===== src/rtl/i2c_pkg.sv =====
// Shared I2C definitions: sequencer FSM encoding and command record sizing.
// Used by the command sequencer as well as the master/slave blocks.
package i2c_pkg;

    typedef enum logic [1:0] {
        SEQ_IDLE,
        SEQ_LAUNCH,
        SEQ_WAIT_DONE
    } seq_state_e;

    localparam int I2C_ADDR_W = 7;
    localparam int I2C_DATA_W = 8;

    // {address, rw, data}
    function automatic int cmd_width(input int addr_w, input int data_w);
        return addr_w + 1 + data_w;
    endfunction

endpackage


===== src/rtl/i2c_cmd_fifo.sv =====
// Synchronous command FIFO with occupancy count and overflow pulse.
// Full is judged before any same-cycle pop, so a push while full always drops.
module i2c_cmd_fifo #(
    parameter int DEPTH = 4,
    parameter int W     = 16
) (
    input  logic                       clk,
    input  logic                       rst_n,
    input  logic                       push,
    input  logic                       pop,
    input  logic [W-1:0]               wdata,
    output logic                       full,
    output logic                       empty,
    output logic [$clog2(DEPTH):0]     count,
    output logic [W-1:0]               head,
    output logic                       overflow
);

    localparam int PW = $clog2(DEPTH);
    localparam int CW = PW + 1;

    logic [W-1:0]  mem [DEPTH];
    logic [PW-1:0] wr_ptr;
    logic [PW-1:0] rd_ptr;
    logic          push_ok;
    logic          pop_ok;

    assign full    = (count == CW'(DEPTH));
    assign empty   = (count == '0);
    assign head    = mem[rd_ptr];
    assign push_ok = push && !full;
    assign pop_ok  = pop && !empty;

    always_ff @(posedge clk) begin
        if (push_ok) begin
            mem[wr_ptr] <= wdata;
        end
    end

    always_ff @(posedge clk) begin
        if (!rst_n) begin
            wr_ptr   <= '0;
            rd_ptr   <= '0;
            count    <= '0;
            overflow <= 1'b0;
        end else begin
            overflow <= push && full;
            if (push_ok) begin
                wr_ptr <= wr_ptr + 1'b1;
            end
            if (pop_ok) begin
                rd_ptr <= rd_ptr + 1'b1;
            end
            if (push_ok && !pop_ok) begin
                count <= count + 1'b1;
            end else if (pop_ok && !push_ok) begin
                count <= count - 1'b1;
            end
        end
    end

endmodule


===== src/rtl/i2c_cmd_sequencer.sv =====
// Queues host I2C commands and launches them one at a time on the master,
// handshaking enable against busy and discarding commands the master ignores.
module i2c_cmd_sequencer
    import i2c_pkg::*;
#(
    parameter int DEPTH        = 4,
    parameter int ADDR_W       = I2C_ADDR_W,
    parameter int DATA_W       = I2C_DATA_W,
    parameter int BUSY_TIMEOUT = 16
) (
    input  logic                     i_clk,
    input  logic                     i_rst_n,
    input  logic                     i_push,
    input  logic [ADDR_W-1:0]        i_cmd_addr,
    input  logic                     i_cmd_rw,
    input  logic [DATA_W-1:0]        i_cmd_data,
    output logic                     o_full,
    output logic                     o_empty,
    output logic [$clog2(DEPTH):0]   o_count,
    output logic                     o_overflow,
    output logic                     o_enable,
    output logic [ADDR_W-1:0]        o_address,
    output logic                     o_rw,
    output logic [DATA_W-1:0]        o_data,
    input  logic                     i_busy,
    output logic                     o_done,
    output logic                     o_timeout
);

    localparam int CMD_W = cmd_width(ADDR_W, DATA_W);
    localparam int TCW   = $clog2(BUSY_TIMEOUT + 1);

    seq_state_e        state_q, state_d;
    logic [TCW-1:0]    tcnt_q, tcnt_d;
    logic              enable_d, rw_d, done_d, timeout_d;
    logic [ADDR_W-1:0] address_d;
    logic [DATA_W-1:0] data_d;
    logic              pop;
    logic [CMD_W-1:0]  head;

    i2c_cmd_fifo #(
        .DEPTH (DEPTH),
        .W     (CMD_W)
    ) u_fifo (
        .clk      (i_clk),
        .rst_n    (i_rst_n),
        .push     (i_push),
        .pop      (pop),
        .wdata    ({i_cmd_addr, i_cmd_rw, i_cmd_data}),
        .full     (o_full),
        .empty    (o_empty),
        .count    (o_count),
        .head     (head),
        .overflow (o_overflow)
    );

    always_comb begin
        state_d   = state_q;
        tcnt_d    = tcnt_q;
        enable_d  = o_enable;
        address_d = o_address;
        rw_d      = o_rw;
        data_d    = o_data;
        done_d    = 1'b0;
        timeout_d = 1'b0;
        pop       = 1'b0;
        unique case (state_q)
            SEQ_IDLE: begin
                if (!o_empty) begin
                    {address_d, rw_d, data_d} = head;
                    enable_d = 1'b1;
                    tcnt_d   = '0;
                    state_d  = SEQ_LAUNCH;
                end
            end
            SEQ_LAUNCH: begin
                if (i_busy) begin
                    enable_d = 1'b0;
                    state_d  = SEQ_WAIT_DONE;
                end else if (tcnt_q == TCW'(BUSY_TIMEOUT - 1)) begin
                    // Master never answered: drop the command
                    enable_d  = 1'b0;
                    pop       = 1'b1;
                    timeout_d = 1'b1;
                    state_d   = SEQ_IDLE;
                end else begin
                    tcnt_d = tcnt_q + 1'b1;
                end
            end
            SEQ_WAIT_DONE: begin
                if (!i_busy) begin
                    pop     = 1'b1;
                    done_d  = 1'b1;
                    state_d = SEQ_IDLE;
                end
            end
            default: state_d = SEQ_IDLE;
        endcase
    end

    always_ff @(posedge i_clk) begin
        if (!i_rst_n) begin
            state_q   <= SEQ_IDLE;
            tcnt_q    <= '0;
            o_enable  <= 1'b0;
            o_address <= '0;
            o_rw      <= 1'b0;
            o_data    <= '0;
            o_done    <= 1'b0;
            o_timeout <= 1'b0;
        end else begin
            state_q   <= state_d;
            tcnt_q    <= tcnt_d;
            o_enable  <= enable_d;
            o_address <= address_d;
            o_rw      <= rw_d;
            o_data    <= data_d;
            o_done    <= done_d;
            o_timeout <= timeout_d;
        end
    end

endmodule


===== config.mk =====
export PLATFORM = sky130hd
export DESIGN_NAME = i2c_cmd_sequencer
export DESIGN_NICKNAME = d
export VERILOG_FILES = /design/src/rtl/i2c_pkg.sv /design/src/rtl/i2c_cmd_fifo.sv /design/src/rtl/i2c_cmd_sequencer.sv
export SDC_FILE = /design/constraint.sdc
export NUM_CORES = 1
export LEC_CHECK = 0
export ABC_AREA = 1
export BUFFER_PORTS_ARGS = -buffer_cell sky130_fd_sc_hd__buf_4
export CAP_MARGIN = 10
export CELL_PAD_IN_SITES_DETAIL_PLACEMENT = 1
export CELL_PAD_IN_SITES_GLOBAL_PLACEMENT = 1
export CORE_UTILIZATION = 49
export DETAILED_ROUTE_END_ITERATION = 8
export PLACE_DENSITY_LB_ADDON = 0.2
export SLEW_MARGIN = 20
export SYNTH_ARGS = -nofsm -noshare
export SYNTH_HDL_FRONTEND = slang
export SYNTH_HIERARCHICAL = 1
export SYNTH_SLANG_ARGS = --single-unit

===== constraint.sdc =====
create_clock -name i_clk -period 5.1 [get_ports i_clk]
set_input_delay 0.255 -clock i_clk [delete_from_list [all_inputs] [get_ports i_clk]]
set_output_delay 0.255 -clock i_clk [all_outputs]
set_load 0.005 [all_outputs]

Yosys cells after proc, flatten, opt, wreduce, memory -nomap -nowiden
Memory sizes are Yosys's and may differ from the RTL's. A register that Yosys moved wholly into a read port is not among the register bits.
Index checks and enable logic that the tools add are counted.
{ "totals": {"ff_bits": 18, "mem_bits_rw": 64, "in_bits": 20, "output_inout_bits": 25, "elab_cells": 66, "n_memories": 1} }
{ "memory_table": {"columns": ["name", "depth", "word_bits", "read_ports", "rd_ports_with_merged_regs", "write_ports", "line", "source"], "rows": [
  ["u_fifo.mem", 4, 16, 1, 1, 1, "i2c_cmd_fifo.sv:22", "logic [W-1:0] mem [DEPTH];"]
]} }
{ "classes": {"n_addsub": 5, "n_eq_ne": 9, "n_mux": 21, "bitwise_logic": 1, "reduce_logical": 20} }
{ "ops": {"columns": ["operator", "count"], "rows": [
  ["5-bit two-way mux", 3],
  ["5-bit one-hot mux with 2 select lines", 1],
  ["1-bit two-way mux", 8],
  ["2-bit two-way mux", 4],
  ["2-bit inequality test, second input constant", 4],
  ["3-bit two-way mux", 2],
  ["2-bit one-hot mux with 3 select lines", 1],
  ["2-bit AND reduction", 3],
  ["3-bit AND reduction", 2],
  ["5-bit by 1-bit adder with 5-bit output, second input constant", 1],
  ["5-bit by 4-bit == test with 1-bit output, second input constant", 1],
  ["1-bit logical AND", 5],
  ["1-bit logical NOT", 5],
  ["2-bit by 1-bit adder with 2-bit output, second input constant", 2],
  ["1-bit one-hot mux with 2 select lines", 2],
  ["4-bit AND reduction", 1],
  ["2-bit nonzero test", 2],
  ["3-bit by 1-bit adder with 3-bit output, second input constant", 1],
  ["3-bit == test, second input constant", 1],
  ["3-bit logical NOT", 1],
  ["3-bit inequality test, second input constant", 1],
  ["3-bit by 1-bit subtractor with 3-bit output, second input constant", 1],
  ["2-bit by 1-bit == test with 1-bit output, second input constant", 1],
  ["2-bit == test, second input constant", 1],
  ["2 further kinds", 2]
]} }

Depth between registers and ports, before layout
Gate-level depths: netlist of the first run.
{ "depth": {"depth_word": 8, "ltp_mapped": 16, "depth_no_buf": 16} }

Hierarchy
Netlist of the first run, hierarchy kept.
{ "by_module_without_submodules": {"columns": ["mod", "n_inst", "cells_each", "area_per_inst_um2", "seq_area_each_um2"], "rows": [
  ["i2c_cmd_fifo", 1, 226, 2875.3, 2122.0],
  ["i2c_cmd_sequencer", 1, 162, 1161.1, 520.5]
]} }

Least setup slack after synthesis of the first run
No wires, ideal clock.
{ "synth_timing": {"path_type": "register to register", "start": "register tcnt_q[0]", "end": "register u_fifo.count[1]", "setup_time_ps": 120, "arrival_ps": 2031, "t_required_ps": 4980, "slack_ps": 2948, "path_stages_with_launch": 13, "n_path_buf": 0, "synth_period_minus_slack_ps": 2152, "cell_sequence": "dfxtp_1 > ha_1 > nand2_1 > nor2_1 > ha_1 > nand2_1 > a21oi_1 > nand2_1 > ha_1 > inv_1 > fa_1 > o21ai_0 > a21oi_1"} }
{ "synth_via": {"elab_chain_cells": 8, "elab_cells_between_ends": 10, "classes_between": "eq/ne: 1; mux: 4; reduce/logical: 5"} }
{ "synth_rtl": {"columns": ["element", "line", "source"], "rows": [
  ["from (decl)", "i2c_cmd_sequencer.sv:34", "logic [TCW-1:0] tcnt_q, tcnt_d;"],
  ["from (signal assigned)", "i2c_cmd_sequencer.sv:113", "tcnt_q <= tcnt_d;"],
  ["5-bit by 4-bit == test with 1-bit output *", "i2c_cmd_sequencer.sv:80", "end else if (tcnt_q == TCW'(BUSY_TIMEOUT - 1)) begin"],
  ["1-bit two-way mux *", "i2c_cmd_sequencer.sv:80", null],
  ["1-bit two-way mux *", "i2c_cmd_sequencer.sv:77", "if (i_busy) begin"],
  ["1-bit one-hot mux with 2 select lines *", "i2c_cmd_sequencer.sv:67", "unique case (state_q)"],
  ["net pop", "i2c_cmd_sequencer.sv:38", "logic pop;"],
  ["1-bit logical AND *", "i2c_cmd_fifo.sv:32", "assign pop_ok = pop && !empty;"],
  ["1-bit logical NOT", "i2c_cmd_fifo.sv:54", "if (push_ok && !pop_ok) begin"],
  ["1-bit logical AND", "i2c_cmd_fifo.sv:54", null],
  ["3-bit two-way mux or 2-bit nonzero test (tied branches)", null, null],
  ["to (signal assigned)", "i2c_cmd_fifo.sv:55", "count <= count + 1'b1;"],
  ["to (signal assigned)", "i2c_cmd_fifo.sv:57", "count <= count - 1'b1;"],
  ["to (decl)", "i2c_cmd_fifo.sv:14", "output logic [$clog2(DEPTH):0] count,"]
]} }
The timed path passes the listed nets; every way through them passes the cells marked *.
A chain may end at the register's enable or synchronous reset.

Final worst setup path of the first run
Same ends and word-level chain as after synthesis.

==> impl_results.md, run 1 <==
- Peak supply drop: 0.2560 mV
- Seq/Total Area, Yosys: 65.47%
- Crit-path leading delay family: adder cells
- Fin crit share: 48.65%
- Sw Ratio: 32.25%
- FP Rows: 32
- CORE AREA: 7848 sq um
- Routed Antenna Nets: 0
- Chip width: 92.76 microns
- Status: complete, no violations
- Nets: 462
- Clk_lat worst skew: 0.38 ns
- Area leader, netlist: edfxtp_1
- Ys async rst share: 0%
- Worst Max-Slew Pin Slew: 1.019 ns
- Layout area overhead: 14.45%
- R2r startpoint: tcnt_q[0]
- Commonest non-fill, non-tap cell in the layout: nor2_1
- Maximum buffer depth of the clock tree: 2
- Gr usage total: 23.47%
- Initial antenna violation count: 0
- Int Pwr: 0.001340 W
- Crit path buf inv count: 1
- Crit path time final: 2.481 ns
- Synth top area share: 47.61%
- Main flop type after synthesis: edfxtp_1
- Hold WC Path Type: input pin to flop
- Synth area leaders: edfxtp_1, dfxtp_1, nor2_1
- Layout cells sized above 1: 17.89%
- Worst-path clk slew: 0.10 ns
- Initial Util: 51.43%
- Post-Place Worst Slack: 2.649 ns
- Pin count of the biggest net entering global routing: 34
- Syn Nets: 419
- Critical path peak fanout: 5
- H-tree depth reported by CTS: 3
- Hold Path End: u_fifo/mem[0][11]
- Post-synthesis cell count: 388
- Drt via density: 5.344
- Combinational power share: 23.6%
- Hold Vio Cnt, Final: 0
- # IOs: 45
- Setup TNS: 0 ns
- Synth Cell Area: 4036 sq um
- WP depth: 12
- Via count: 2875
- DPL Wire Length: 5805 microns
- First-pass GRT wire length: 15000 microns
- Mean area per synthesized cell: 10.40 sq um
- Max-Cap Viols: 0
- Placer Congestion: 0.7668
- Cts repair resizes: 0
- Cell variety after synth: 25
- FF-to-FF setup slack: 2.62 ns
- CP Launch Point: tcnt_q[0]
- Fmax: 0.4031 GHz
- Final setup viols: 0
- Clock skew: 0.008448 ns
- CP Launch Type: flop
- CTS Sinks: 100
- R2R Path End: u_fifo/count[1]
- Psw: 0.0006377 W
- Die Ht: 92.76 microns
- Iter 0 DRT Violations: 92
- Post-synth EDFFs: 64
- HP Start: i_cmd_addr[2]
- Post-Route WL: 9299 microns
- Root buffer cell: clkbuf_8
- CP endpoint kind: flop
- R2R cell count: 12
- WP data arrival: 2.75 ns
- Total CTS buffers: 9
- GR Overflow Total: 0
- Worst path slowest cell: dfxtp_1
- Pleak: 1.841 nW
- Unrepaired setup endpoints after global routing: false
- Remaining DRCs: 0
- Cell chain of the critical path: ha_1, nand2_1, nor2_1, ha_1, nand2_1, a21oi_1, nand2_1, ha_1, inv_1, fa_1, o21ai_0, a21oi_1
- Hold path depth: 1
- N_diodes: 0
- DR pass1 iterations: 4
- Slew Viols, Final: 0
- Vias in the first global route: 3077
- Clk network pwr share: 25.1%
- FF+latch count, synth: 100
- I/O Buffers: 44
- Number of post-CTS setup repair buffers: 0
- Synth Warn #: 6
- TritonCTS clock tree: built
- Most frequent cells in the layout: nor2_1, edfxtp_1, buf_4
- Crit path kind: flop to flop
- Fin util: 58.86%
- Total die area: 8604 sq um
- Rel. slew slack: 32.01%
- Slowest stage delay, CP: 0.41 ns
- Post-route setup slack: 2.619 ns
- Hold Buf Count CTS: 0
- PwrDens: 428.1 nW/um^2
- Sequential power share: 51.3%
- Worst Path Required: 5.37 ns
- Wirelength per Cell: 17.28 microns
## worst max-delay path by stage
stage | to
after floorplan | u_fifo/count[1]
after CTS | u_fifo/count[1]
after detailed placement | u_fifo/count[1]
after global routing | u_fifo/count[1]
after global placement | u_fifo/count[1]
final | u_fifo/count[1]
## metal layers
layer	GRT usage (%)	vias to the layer above	share of wire, %
li1	-	1395	-
met1	27.23	1425	44
met2	41.91	43	52
met3	4.351	12	2.7
met4	10.51	0	1.8
met5	0	-	0
## area by class of cell
type | count | area (sq um)
Clock inverter | 6 | 53.80
Clock buffer | 10 | 137.6
Fill cell | 893 | 3228
Multi-Input combinational cell | 240 | 1189
Sequential cell | 100 | 2643
Tap cell | 102 | 127.6
Timing Repair Buffer | 45 | 337.8
Inverter | 35 | 131.4
## registers in the layout, summed over array words and instances, names as in the netlist, 2 cells and up, named ones only
name           flops
u_fifo/rd_ptr      2
u_fifo/mem        64
o_address          7
tcnt_q             5
u_fifo/count       3
state_q            2
u_fifo/wr_ptr      2
o_data             8
## kinds of logic (layout without fill, tap and decap cells)
kind of cell	after synthesis	count (layout)	share of synthesized area, %
and+or+nand+nor	151	151	15.34
AOI/OAI and AO/OA	78	78	10.26
adders and majority gates	11	11	3.596
buffers and inverters	48	96	5.331
DFF	100	100	65.47
## cell usage after synthesis, types with 2 or more instances
cell type,n
nor2_1,89
dfxtp_1,36
nor2_4,2
or2_2,2
inv_2,6
nand2_1,41
a21oi_1,10
ha_1,10
inv_1,29
o21ai_0,20
o21ai_1,31
nand3_1,10
buf_6,2
buf_2,7
buf_4,3
edfxtp_1,64
o22ai_1,16
nand4_1,2
nor3_1,2
## power groups by stage
| stage | sequential [W] | clock, W | combinational, W |
|---|---|---|---|
| CTS | 0.00102 | 0.000509 | 0.000476 |
| global route | 0.00103 | 0.000537 | 0.000531 |
| finish | 0.00101 | 0.000497 | 0.000466 |
| detailed placement | 0.00103 | 0 | 0.000467 |
| global placement | 0.00102 | 0 | 0.000450 |
| floorplan | 0.00103 | 0 | 0.000291 |
## metrics by stage
stage               instances  area (sq um)  hold WS, ns  power [W]
detailed placement        522          4428       0.4583   0.001501
CTS                       538          4619      0.05484   0.002000
global route              538          4619      0.05409   0.002094
finish                    538          4619      0.07098   0.001978
global placement          522          4428       0.4556   0.001474
floorplan                 388          4036       0.3335   0.001318
## worst register-to-register path, cell delays in order, from the launching register on
cell and delay [ns]:
dfxtp_1 0.41, ha_1 0.20, nand2_1 0.07, nor2_1 0.10, ha_1 0.19, nand2_1 0.13, a21oi_1 0.29, nand2_1 0.10
ha_1 0.20, inv_1 0.09, fa_1 0.40, o21ai_0 0.15, a21oi_1 0.06
Power figures use the tool's default switching activity.
==> run 2: changes to the inputs <==
--- a/config.mk
+++ b/config.mk
@@ -10,7 +10,7 @@
 export CAP_MARGIN = 10
 export CELL_PAD_IN_SITES_DETAIL_PLACEMENT = 1
 export CELL_PAD_IN_SITES_GLOBAL_PLACEMENT = 1
-export CORE_UTILIZATION = 49
+export CORE_UTILIZATION = 41
 export DETAILED_ROUTE_END_ITERATION = 8
 export PLACE_DENSITY_LB_ADDON = 0.2
 export SLEW_MARGIN = 20
==> constraint.sdc (replaced) <==
create_clock -name i_clk -period 2.1 [get_ports i_clk]
set_input_delay 0.105 -clock i_clk [delete_from_list [all_inputs] [get_ports i_clk]]
set_output_delay 0.105 -clock i_clk [all_outputs]
set_load 0.005 [all_outputs]
==> run 2 against run 1 <==
Compared with the run above: the run now ends with setup timing left; global-route usage shrank 3.2 points; fmax grew 17%; final cell count grew 11%; sequential share of layout area shrank 4.6 points; utilization shrank 5.2 points; flip-flop and latch count is the same; critical path depth is the same; worst setup slack lost 2.6 ns; die area grew 19%.
==> impl_results.md, run 2 (same netlist as run 1, synthesis figures left out) <==
- Status: finished, violations left
- Violated checks: setup timing
- First-pass GRT wire length: 15290 microns
- Gr usage total: 20.26%
- Hold Vio Cnt, Final: 0
- Final setup viols: 1
- Via count: 2988
- Remaining DRCs: 0
- DR pass1 iterations: 4
- Drt via density: 4.997
- Root buffer cell: clkbuf_8
- Routed Antenna Nets: 0
- Largest registers: u_fifo/mem: 64 flops, o_data: 8 flops, o_address: 7 flops
- Worst path slowest cell: fa_2
- Pleak: 2.028 nW
- GR Overflow Total: 0
- Dpl cells: 561
- TritonCTS clock tree: built
- Iter 0 DRT Violations: 114
- Clk_lat worst skew: 0.38 ns
- Total CTS buffers: 9
- Slew Viols, Final: 0
- Worst Path Required: 2.37 ns
- Worst Max-Slew Pin Slew: 0.5599 ns
- # IOs: 45
- Biggest register: u_fifo/mem
- DPL Wire Length: 5856 microns
- Clock skew: 0.01357 ns
- WP data arrival: 2.39 ns
- Slowest stage delay, CP: 0.44 ns
- Initial antenna violation count: 0
- Peak supply drop: 0.4119 mV
- Crit-path leading delay family: adder cells
- Initial Util: 43.07%
- Vias in the first global route: 3160
- Fin crit share: 100.7%
- Post-Route WL: 9465 microns
- Max reg flops: 64
- Critical path peak fanout: 3
- Worst-path clk slew: 0.10 ns
- Wirelength per Cell: 15.83 microns
- Non-filler cells, final: 598
- R2r startpoint: tcnt_q[0]
- Fmax: 0.4727 GHz
- Post-route setup slack: -0.01564 ns
- Chip width: 101.2 microns
- N_diodes: 0
- Crit path buf inv count: 1
- Total die area: 10250 sq um
- Hold path depth: 3
- CP Launch Type: flop
- Crit path kind: flop to flop
- Hold WC Path Type: input pin to flop
- Maximum buffer depth of the clock tree: 2
- I/O Buffers: 44
- Cell chain of the critical path: ha_4, nand2_4, nor2_4, ha_4, nand2_4, a21oi_4, nand2_1, ha_2, inv_2, fa_2, o21ai_2, a21oi_2
- Most frequent cells in the layout: nor2_1, edfxtp_1, buf_4
- Placer Congestion: 0.7609
- Commonest non-fill, non-tap cell in the layout: nor2_1
- Layout cells sized above 1: 21.96%
- PwrDens: 1003 nW/um^2
- Max-Cap Viols: 0
- Final hold slack: 0.1462 ns
- CP endpoint kind: flop
- FP Rows: 35
- FF-to-FF setup slack: -0.02 ns
- Die Ht: 101.2 microns
- Hold Path End: u_fifo/overflow
- Design Power: 0.005048 W
- R2R cell count: 12
- Setup TNS: -0.01564 ns
- R2R Path End: u_fifo/count[1]
- Layout area overhead: 24.64%
- CORE AREA: 9371 sq um
- Fin util: 53.68%
- HP Start: i_rst_n
- Pin count of the biggest net entering global routing: 33
- Nets: 495
- H-tree depth reported by CTS: 3
- Rel. slew slack: 62.62%
- CTS Sinks: 100
- Unrepaired setup endpoints after global routing: true
- Crit path time final: 2.116 ns
==> run 2: how the worst max path moves through the flow <==
stage | slack, ns | endpoint | cells past startpoint | start
2_1_floorplan | 0.02 | u_fifo/count[1] | 12 | tcnt_q[0]
3_3_place_gp | -0.05 | u_fifo/count[1] | 12 | tcnt_q[0]
3_5_place_dp | -0.14 | u_fifo/count[1] | 12 | tcnt_q[1]
4_1_cts | -0.09 | u_fifo/count[1] | 12 | tcnt_q[1]
5_1_grt | -0.10 | u_fifo/count[1] | 12 | tcnt_q[0]
6_report | -0.02 | u_fifo/count[1] | 12 | tcnt_q[0]
==> run 2: tightest hold or removal path, delay by kind of cell <==
family                 cells  cell delay (ns)
and+or+nand+nor            2             0.15
buffers and inverters      1             0.23
==> run 2: where the power goes <==
part	internal (W)	total (W)	switching [W]	leakage, nW
combinational	0.000533	0.00129	0.000754	1.04
sequential	0.00234	0.00247	0.000125	0.884
clock	0.000577	0.00130	0.000719	0.101
total	0.00345	0.00505	0.00160	2.03
==> run 2: final cells by class <==
cell class,instances,area (sq um)
sequential,100,2645
clock inverter,6,77.57
timing repair buffer,78,630.6
multi-input combinational,240,1257
inverter,35,131.4
fill,1080,4340
clock buffer,10,127.6
tap,129,161.4
==> run 2: what timing repair did <==
item | 4_1_cts | 5_1_grt
hold buffers | 18 | 0
endpoints found under the hold margin | 67 | 0
setup buffers | 1 | 2
pin swaps | 7 | 10
gates resized for setup | 5 | 10
gates cloned | 0 | 0
endpoints found under the setup margin | 2 | 2
==> run 2: per-layer routing <==
| layer | track usage (%) | wire, microns | vias to the layer above |
|---|---|---|---|
| li1 | - | - | 1464 |
| met1 | 23.89 | 4179 | 1467 |
| met2 | 36.05 | 4869 | 44 |
| met3 | 3.589 | 232 | 13 |
| met4 | 9.253 | 184 | 0 |
| met5 | 0 | 0 | - |
==> run 2: through the flow <==
step                      setup WS (ns)  area [sq um]
after global routing            -0.1024          5031
after detailed placement        -0.1350          4556
final                          -0.01564          5031
after global placement         -0.05106          4556
after CTS                      -0.08782          4966
after floorplan                 0.02043          4050
==> run 3: changes to the inputs <==
--- a/config.mk
+++ b/config.mk
@@ -12,9 +12,11 @@
 export CELL_PAD_IN_SITES_GLOBAL_PLACEMENT = 1
 export CORE_UTILIZATION = 41
 export DETAILED_ROUTE_END_ITERATION = 8
+export MAX_ROUTING_LAYER = met4
 export PLACE_DENSITY_LB_ADDON = 0.2
 export SLEW_MARGIN = 20
 export SYNTH_ARGS = -nofsm -noshare
 export SYNTH_HDL_FRONTEND = slang
 export SYNTH_HIERARCHICAL = 1
 export SYNTH_SLANG_ARGS = --single-unit
+export TNS_END_PERCENT = 50
==> run 3 against run 2 <==
Compared with the run above: the flow still finishes with violations (setup timing); combinational power about the same; worst setup slack about the same; die area unchanged; clock skew about the same; fmax about the same; critical path depth unchanged; flip-flop and latch count unchanged; largest cell class unchanged; largest power group unchanged.
==> impl_results.md, run 3 (same netlist as run 1, synthesis figures left out) <==
- Nets: 495
- Met3 Wirelength: 191 microns
- TritonCTS clock tree: built
- Biggest register: u_fifo/mem
- Chip width: 101.2 microns
- CP endpoint kind: flop
- Slew Viols, Final: 0
- First-pass GRT wire length: 15280 microns
- Critical path peak fanout: 3
- Commonest non-fill, non-tap cell in the layout: nor2_1
- Total CTS buffers: 9
- # IOs: 45
- Worst Path Required: 2.37 ns
- Worst Max-Slew Pin Slew: 0.5624 ns
- Layout area overhead: 24.64%
- Wirelength per Cell: 15.82 microns
- H-tree depth reported by CTS: 3
- Total die area: 10250 sq um
- Post-Place Worst Slack: -0.1350 ns
- Top layer in use: met4
- Crit path kind: flop to flop
- Initial Util: 43.07%
- Clock skew: 0.01373 ns
- Pleak: 2.028 nW
- Max reg flops: 64
- Peak supply drop: 0.4121 mV
- Int Pwr: 0.003451 W
- Fmax: 0.4726 GHz
- Max-Cap Viols: 0
- Violated checks: setup timing
- Initial antenna violation count: 0
- I/O Buffers: 44
- Setup TNS: -0.01584 ns
- Routed Antenna Nets: 0
- Largest registers: u_fifo/mem: 64 flops, o_data: 8 flops, o_address: 7 flops
- Sw Ratio: 31.72%
- DPL Wire Length: 5856 microns
- GR Overflow Total: 0
- Sequential power share: 48.8%
- Clk network pwr share: 25.7%
- Status: finished, violations left
- DR pass1 iterations: 4
- FP Rows: 35
- Fin crit share: 100.8%
- Die Ht: 101.2 microns
- Vias in the first global route: 3157
- CORE AREA: 9371 sq um
- Pin count of the biggest net entering global routing: 33
- Hold WC Path Type: input pin to flop
- WP data arrival: 2.38 ns
- Rel. slew slack: 62.45%
- PwrDens: 1004 nW/um^2
- Placer Congestion: 0.7709
- Psw: 0.001603 W
- Crit path time final: 2.116 ns
- Maximum buffer depth of the clock tree: 2
- Remaining DRCs: 0
- Drt via density: 4.963
- Post-route setup slack: -0.01584 ns
- Combinational power share: 25.5%
- Clk_lat worst skew: 0.38 ns
- FF-to-FF setup slack: -0.02 ns
- Most frequent cells in the layout: nor2_1, edfxtp_1, buf_4
- Final setup viols: 1
- Unrepaired setup endpoints after global routing: true
- Worst-path clk slew: 0.10 ns
- Non-filler cells, final: 598
- Iter 0 DRT Violations: 119
- Post-Layout Inst Area: 5031 sq um
- N_diodes: 0
- Root buffer cell: clkbuf_8
- Fillers: 1080
- Final hold slack: 0.1475 ns
- Via count: 2968
- Gr usage total: 20.91%
- Layout cells sized above 1: 21.96%
- Hold Vio Cnt, Final: 0
- CP Launch Type: flop
- Routed wl met2: 4847 microns
- M1 wire length: 4233 microns
- Dpl cells: 561
- Post-Route WL: 9458 microns
- Area after DPL: 4556 sq um
- CTS Sinks: 100
-- run 3: cell counts in the layout (fill, tap and decap cells not counted) --
Identical to the previous run, type by type.
-- run 3: timing repair --
| item | in CTS | in global routing |
|---|---|---|
| setup buffers | 1 | 2 |
| pin swaps | 7 | 10 |
| hold endpoints to repair | 67 | 0 |
| hold buffers | 18 | 0 |
| endpoints found under the setup margin | 2 | 2 |
| resized for setup | 5 | 10 |
-- run 3: metal layers --
metal,up-vias,track usage [%]
met2,35,36.11
met3,15,3.520
met4,0,9.253
li1,1464,-
met1,1454,23.89
met5,-,-
-- run 3: stage by stage --
step           power, W  utilization [%]
2_1_floorplan  0.003214                -
3_3_place_gp   0.003658            48.61
3_5_place_dp   0.003720            48.61
4_1_cts        0.005077            52.99
5_1_grt        0.005356            53.68
6_report       0.005053            53.68
-- run 3: worst paths after layout --
check	startpoint	end	depth (start not counted)
min	i_rst_n	u_fifo/overflow	3
min reg2reg	state_q[0]	state_q[0]	2
max	tcnt_q[0]	u_fifo/count[1]	12
max reg2reg	tcnt_q[0]	u_fifo/count[1]	12
-- run 3: worst max-delay path, cell delays in order (launching register included) --
cell and delay, ns:
dfxtp_2 0.37, ha_4 0.16, nand2_4 0.06, nor2_4 0.11, ha_4 0.16, nand2_4 0.06, a21oi_4 0.16, nand2_1 0.08
ha_2 0.19, inv_2 0.06, fa_2 0.44, o21ai_2 0.13, a21oi_2 0.04
-- run 3: power groups by stage --
stage | sequential (W) | clock (W) | combinational, W
finish | 0.00247 | 0.00130 | 0.00129
global route | 0.00249 | 0.00142 | 0.00145
CTS | 0.00247 | 0.00134 | 0.00127
detailed placement | 0.00250 | 0 | 0.00122
global placement | 0.00249 | 0 | 0.00117
floorplan | 0.00250 | 0 | 0.000715
-- run 3: area by class of cell --
cell class | count | area [sq um] | share of cell area, %
clock buffers | 10 | 127.6 | 2.537
clock inverters | 6 | 77.57 | 1.542
inverters | 35 | 131.4 | 2.611
multi-input cells | 240 | 1257 | 24.99
flip-flops and latches | 100 | 2645 | 52.57
well taps | 129 | 161.4 | 3.208
repair buffers | 78 | 630.6 | 12.53
